<file path="config.mk">
export PLATFORM = sky130hd
export DESIGN_NAME = dshot_pwm_output
export DESIGN_NICKNAME = d
export VERILOG_FILES = /design/src/rtl/dshot_pwm_output.sv
export SDC_FILE = /design/constraint.sdc
export NUM_CORES = 1
export LEC_CHECK = 0
export ABC_AREA = 1
export BUFFER_PORTS_ARGS = -buffer_cell sky130_fd_sc_hd__buf_2
export CAP_MARGIN = 0
export CORE_MARGIN = 1
export CORE_UTILIZATION = 52
export CTS_CLUSTER_DIAMETER = 150
export DETAILED_ROUTE_END_ITERATION = 8
export PLACE_DENSITY = 0.74
export SLEW_MARGIN = 20
export SYNTH_ARGS = -nofsm -noshare
export SYNTH_HDL_FRONTEND = slang
export SYNTH_SLANG_ARGS = --single-unit
</file>
<file path="constraint.sdc">
create_clock -name clk -period 2.3 [get_ports clk]
set_clock_uncertainty 0.2 [all_clocks]
set_input_delay 0.345 -clock clk [delete_from_list [all_inputs] [get_ports clk]]
set_output_delay 0.345 -clock clk [all_outputs]
set_load 0.005 [all_outputs]
</file>
<file path="src/rtl/dshot_pwm_output.sv">
// rtl/dshot_pwm_output.sv - DShot throttle to 1000..2000 us PWM frame generator with arm/disarm FSM
// Optional feature macro: DSHOT_PWM_FAILSAFE_EN (disarm and flag failsafe when strobes stop arriving).
module dshot_pwm_output #(
    parameter int CLK_HZ     = 16000000,
    parameter int PERIOD_US  = 2500,
    parameter int TIMEOUT_MS = 100
) (
    input  logic        clk,
    input  logic        reset,
    input  logic [10:0] speed_in,
    input  logic        speed_valid,
    input  logic        stop_cmd,
    output logic        pwm_out,
    output logic        armed,
    output logic        failsafe,
    output logic [10:0] active_speed
);
    localparam int     HALF_US    = CLK_HZ / 2000000;
    localparam longint PERIOD_CYC = longint'(PERIOD_US) * longint'(CLK_HZ) / 1000000;
    localparam int     CW         = $clog2(PERIOD_CYC);
    localparam logic [CW-1:0] LAST_CNT = CW'(PERIOD_CYC - 1);

    typedef enum logic {DISARMED, ARMED} state_t;

    state_t      state, stateNext;
    logic [CW-1:0] periodCnt;
    logic [10:0] pending, pendingNext, activeNext, clamped;
    logic        frameLive, liveNext, pwmNext, frameStart, stopping, timeoutHit;
    logic [31:0] widthCyc;

`ifdef DSHOT_PWM_FAILSAFE_EN
    localparam longint TIMEOUT_CYC = longint'(TIMEOUT_MS) * longint'(CLK_HZ) / 1000;
    localparam int     TCW         = $clog2(TIMEOUT_CYC);
    localparam logic [TCW-1:0] TIMEOUT_LAST = TCW'(TIMEOUT_CYC - 1);

    logic [TCW-1:0] timeoutCnt;
    logic           failsafeReg;

    assign timeoutHit = (state == ARMED) && !speed_valid && (timeoutCnt == TIMEOUT_LAST);

    always_ff @(posedge clk) begin
        if (reset) begin
            timeoutCnt  <= '0;
            failsafeReg <= 1'b0;
        end else begin
            timeoutCnt <= (state == ARMED && stateNext == ARMED && !speed_valid)
                          ? timeoutCnt + 1'b1 : '0;
            if (timeoutHit)
                failsafeReg <= 1'b1;
            else if (speed_valid)
                failsafeReg <= 1'b0;
        end
    end

    assign failsafe = failsafeReg;
`else
    assign timeoutHit = 1'b0;
    assign failsafe   = 1'b0;
`endif

    // Width follows the register loaded at frame start; count 0 is always high when live.
    assign widthCyc   = 32'(2000 * HALF_US) + 32'(active_speed) * 32'(HALF_US);
    assign frameStart = (periodCnt == '0);
    assign clamped    = (speed_in > 11'd1999) ? 11'd1999 : speed_in;

    always_comb begin
        stateNext = state;
        case (state)
            DISARMED: if (speed_valid && speed_in == 11'd0) stateNext = ARMED;
            ARMED:    if (stop_cmd || timeoutHit)            stateNext = DISARMED;
            default:  stateNext = DISARMED;
        endcase

        stopping    = (state == ARMED) && (stateNext == DISARMED);
        pendingNext = pending;
        if (stopping)
            pendingNext = 11'd0;
        else if (speed_valid)
            pendingNext = clamped;

        activeNext = active_speed;
        if (stateNext == DISARMED)
            activeNext = 11'd0;
        else if (frameStart)
            activeNext = pendingNext;

        // A frame only carries a pulse if it began with the FSM already armed.
        liveNext = frameLive && (stateNext == ARMED);
        if (frameStart)
            liveNext = (state == ARMED) && (stateNext == ARMED);

        pwmNext = liveNext && (frameStart || (32'(periodCnt) < widthCyc));
    end

    always_ff @(posedge clk) begin
        if (reset) begin
            state        <= DISARMED;
            periodCnt    <= '0;
            pending      <= 11'd0;
            active_speed <= 11'd0;
            frameLive    <= 1'b0;
            pwm_out      <= 1'b0;
        end else begin
            state        <= stateNext;
            periodCnt    <= (periodCnt == LAST_CNT) ? '0 : periodCnt + 1'b1;
            pending      <= pendingNext;
            active_speed <= activeNext;
            frameLive    <= liveNext;
            pwm_out      <= pwmNext;
        end
    end

    assign armed = (state == ARMED);
endmodule

</file>
* Word level (Yosys, flattened, before mapping)
Index checks and enable logic that the tools add are counted.
Word-level totals: register bits after elaboration 41, input bits 15, output and inout port bits 14, word-level logic and storage cells 30
Cells by class: add/sub/neg operators 2, magnitude comparators 2, equality and inequality tests 1, multiplexer cells 7, bitwise gates (word level) 2, reductions and logical operators 10
Operators with widths (count):
- two-way mux 11 bit | 3
- adder 16 x 1 -> 16 bit, second input constant | 1
- == test 16 bit, second input constant | 1
- zero test 16 bit | 1
- < comparator 16 x 15 -> 1 bit | 1
- adder 14 x 14 -> 15 bit, first input constant | 1
- > comparator 11 bit, second input constant | 1
- zero test 11 bit | 1
- logical AND 1 bit | 5
- OR reduction 2 bit | 2
- two-way mux 1 bit | 3
- inverter 1 bit | 2
- case mux 1 bit (2 select lines) | 1
- logical OR 1 bit | 1

* Longest topological paths before layout
depth after elaboration 7, mapped depth 12, gate-level depth less buffers 12

* Worst setup path before layout
Ideal clock, no wire load.
path kind register to register, start reg active_speed[4], end reg pwm_out, setup time 0.114 ns, data arrival time 1.646 ns, data required time 1.986 ns, setup slack 0.341 ns, cell stages (with the launch flop) 10, path buffers 0, clock period less this slack 1.959 ns, cell sequence dfxtp_1 ha_1 nor4_1 xnor2_1 ha_1 nand2_1 nor3_1 a21oi_1 a21oi_1 nor2_1
On the way: word-level cells in the longest chain between the ends 4
RTL lines:
- from (decl) | RTL line 16 | output logic [10:0] active_speed
- from (signal assigned) | RTL line 107 | active_speed <= activeNext;
- adder 14 x 14 -> 15 bit | RTL line 62 | assign widthCyc = 32'(2000 * HALF_US) + 32'(active_speed) * 32'(HALF_US);
- < comparator 16 x 15 -> 1 bit | RTL line 92 | pwmNext = liveNext && (frameStart || (32'(periodCnt) < widthCyc));
- logical OR 1 bit | RTL line 92
- logical AND 1 bit | RTL line 92
- to (signal assigned) | RTL line 109 | pwm_out <= pwmNext;
- to (decl) | RTL line 13 | output logic pwm_out,
Every way passes these cells. A chain may end at the register's enable or synchronous reset.

* Worst setup path after layout
Ends and elaborated chain as after synthesis.

==> flow_summary.yaml <==
worst_setup_path:
  crit_family: "adder cells"
  slowest_stage: "dfxtp_1"
  slowest_delay_ns: 0.35
  crit_fanout: 5
  crit_path_end_kind: "flip-flop"
  criticalPathCategory: "flip-flop to flip-flop"
  cp-start-kind: "flip-flop"
  reg2reg_slack_ns: 0.24
  crit_chain: "ha_1, nor4_2, xnor2_1, ha_1, nand2_1, nor3_1, a21oi_1, a21oi_1, nor2_1"
  crit_cells: 9
  crit_buf_inv: 0
  ff2ff_path_depth: 9
  crit_arrival_ns: 2.04
  worstPathRequired_ns: 2.28
yosys:
  ys_ff_latch: 41
  syn_avg_cell_area_um2: 6.64
  synth_cell_types: 28
  syn-cell-area_um2: 2380
  synth.net_count: 387
  ys_seq_area_share_pct: 34.5
  syn_inst: 358
  yosys_warnings: 0
timing:
  finalSetupViolations: 0
  final_max_slew_viol_count: 0
  finalHoldViolCount: 0
  rsz0062_at_grt: "no"
  fmax_mhz: 486
  finalCritPeriodShare_pct: 89.5
  finalCriticalPeriod_ns: 2.06
  totalNegativeSetupSlack_ns: 0
floorplanning:
  rows: 24
  start_util_pct: 54.2
  die_area_um2: 4850
  ios: 29
  die_w_um: 69.6
  die_h_um: 69.6
  core_um2: 4380
pwr:
  leakagePower_nw: 1.23
  switchingPower_uw: 334
  power_frac_comb_pct: 9.4
  p_clk_share_pct: 34.8
  p_int_uw: 988
  switching_share_pct: 25.3
  vdd_ir_drop_max_uv: 265
  p_per_area_nw_per_um2: 505
  power_frac_seq_pct: 55.7
detailed_routing:
  wl_per_cell_um: 11.6
  vias_per_cell: 5.11
  drt_iter0_drc: 121
  drc: 0
  drtPass1Iterations: 4
  vias: 2233
  ant_nets: 0
  routed_wl_mm: 5.06
grt:
  globalRouteTotalUtil_pct: 22.1
  grt_max_degree: 19
  gr-total-overflow: 0
  busiest_layer: "met2"
  grt_use_met3_pct: 3.92
  grt_use_met1_pct: 28.4
  use_met2_pct: 38.4
  antenna_found_initial: 0
  grt_pass1_wl_mm: 8.75
  grt_pass1_vias: 2023
cells_and_area:
  final_common_cell: "nand2_1"
  syn_to_final_growth_pct: 10.1
  layout.cells.non_filler: 437
  layout.nets: 413
  diodes: 0
  num-fill-cells: 439
  final_cell_mix: "85 x nand2_1, 56 x nor2_1, 47 x inv_1, 41 x dfxtp_1, 36 x a21oi_1"
  drive_above_1_share_pct: 11.9
place:
  dpl.hpwl_mm: 3.97
  place_congestion: 0.931
  place_inst: 429
  port_buffers: 27
clock_tree:
  cts_buffers: 5
  cts.sinks: 41
  root_buffer: "clkbuf_8"
  holdBufCountCts: 0
  clk_latency_ns: 0.29
  clockBufferDepth: 2
  htree_num_levels: 2
  cts_tree: "done"
  clkTransAtPathRegs_ns: 0.08
job:
  cap_violations: 0
min_path:
  hold_depth: 2
  hold_class: "input port to flip-flop"
outcome:
  status: "finished, final reports clean"
==> registers in the layout, summed over array words and instances, names as in the netlist <==
register and cells:
frameLive 1, periodCnt 16, pwm_out 1, active_speed 11, armed 1, pending 11
==> worst paths after layout <==
check                                    start               endpoint
setup / recovery  active_speed[4]$_SDFFE_PP0N_     pwm_out$_SDFF_PP0_
hold / removal                           reset  pending[3]$_SDFF_PP0_
setup reg to reg  active_speed[4]$_SDFFE_PP0N_     pwm_out$_SDFF_PP0_
hold reg to reg          pending[4]$_SDFF_PP0_  pending[4]$_SDFF_PP0_
==> cell usage after synthesis, drive strengths merged <==
cell    count  area [um^2]
dfxtp      41          821
nand3b      3         22.5
buf         6         43.8
nor4        1         6.26
xor2        3         26.3
ha         14          175
or2         6         37.5
inv        50          188
nand4      12         75.1
clkbuf      2         7.51
nor2       56          210
nor3       10         66.3
nand2      88          343
nand3      19          110
o21ai       7         35.0
xnor2       3         26.3
a21oi      36          180
conb        1         3.75
==> timing repair <==
| item | CTS | global route |
|---|---|---|
| gates resized for setup | 0 | 1 |
| buffers inserted | 0 | 0 |
| setup endpoints to repair | 0 | 1 |
==> power by group through the flow <==
stage                     Clock [mW]  Combinational, mW  Sequential [mW]
after global placement             0              0.124            0.752
after detailed placement           0              0.126            0.753
after floorplan                    0             0.0987            0.751
final                          0.461              0.125            0.737
after CTS                      0.471              0.127            0.736
after global routing           0.503              0.144            0.739
==> through the flow <==
stage	setup WS [ns]	instance area (um^2)	power (mW)	util, %	hold WS, ns
after floorplan	0.341	2380	0.850	-	0.249
after global placement	0.278	2530	0.877	57.6	0.263
after detailed placement	0.174	2530	0.879	57.6	0.274
after CTS	0.162	2610	1.33	59.5	0.174
after global routing	0.0129	2620	1.39	59.7	0.172
final	0.242	2620	1.32	59.7	0.174
==> layout make-up <==
class / count / area [um^2] / share of cell area [%]
Multi-Input combinational cell: 259 / 1320 / 50.6
Sequential cell: 41 / 821 / 31.4
Inverter: 50 / 188 / 7.17
Timing Repair Buffer: 27 / 135 / 5.17
Clock buffer: 7 / 76.3 / 2.92
Tap cell: 52 / 65.1 / 2.49
Clock inverter: 1 / 7.51 / 0.287
==> layer usage <==
metal | share of wire, % | wire length (um) | vias up
met5 | 0 | 0 | -
met4 | 1.0 | 53 | 0
met3 | 3.1 | 156 | 9
met2 | 48 | 2440 | 42
met1 | 48 | 2410 | 993
li1 | - | - | 1189
==> kinds of logic (layout without fill, tap and decap cells) <==
kind of cell | count (synthesis) | count (layout) | synth area share [%]
buffers and inverters | 58 | 85 | 10.1
DFF | 41 | 41 | 34.5
adders and majority gates | 14 | 14 | 7.37
and+or+nand+nor | 195 | 195 | 36.6
AOI/OAI and AO/OA | 43 | 43 | 9.05
other | 1 | 1 | 0.158
xor gates and xnor gates | 6 | 6 | 2.21
No activity file was read; power rests on OpenSTA's default activity.
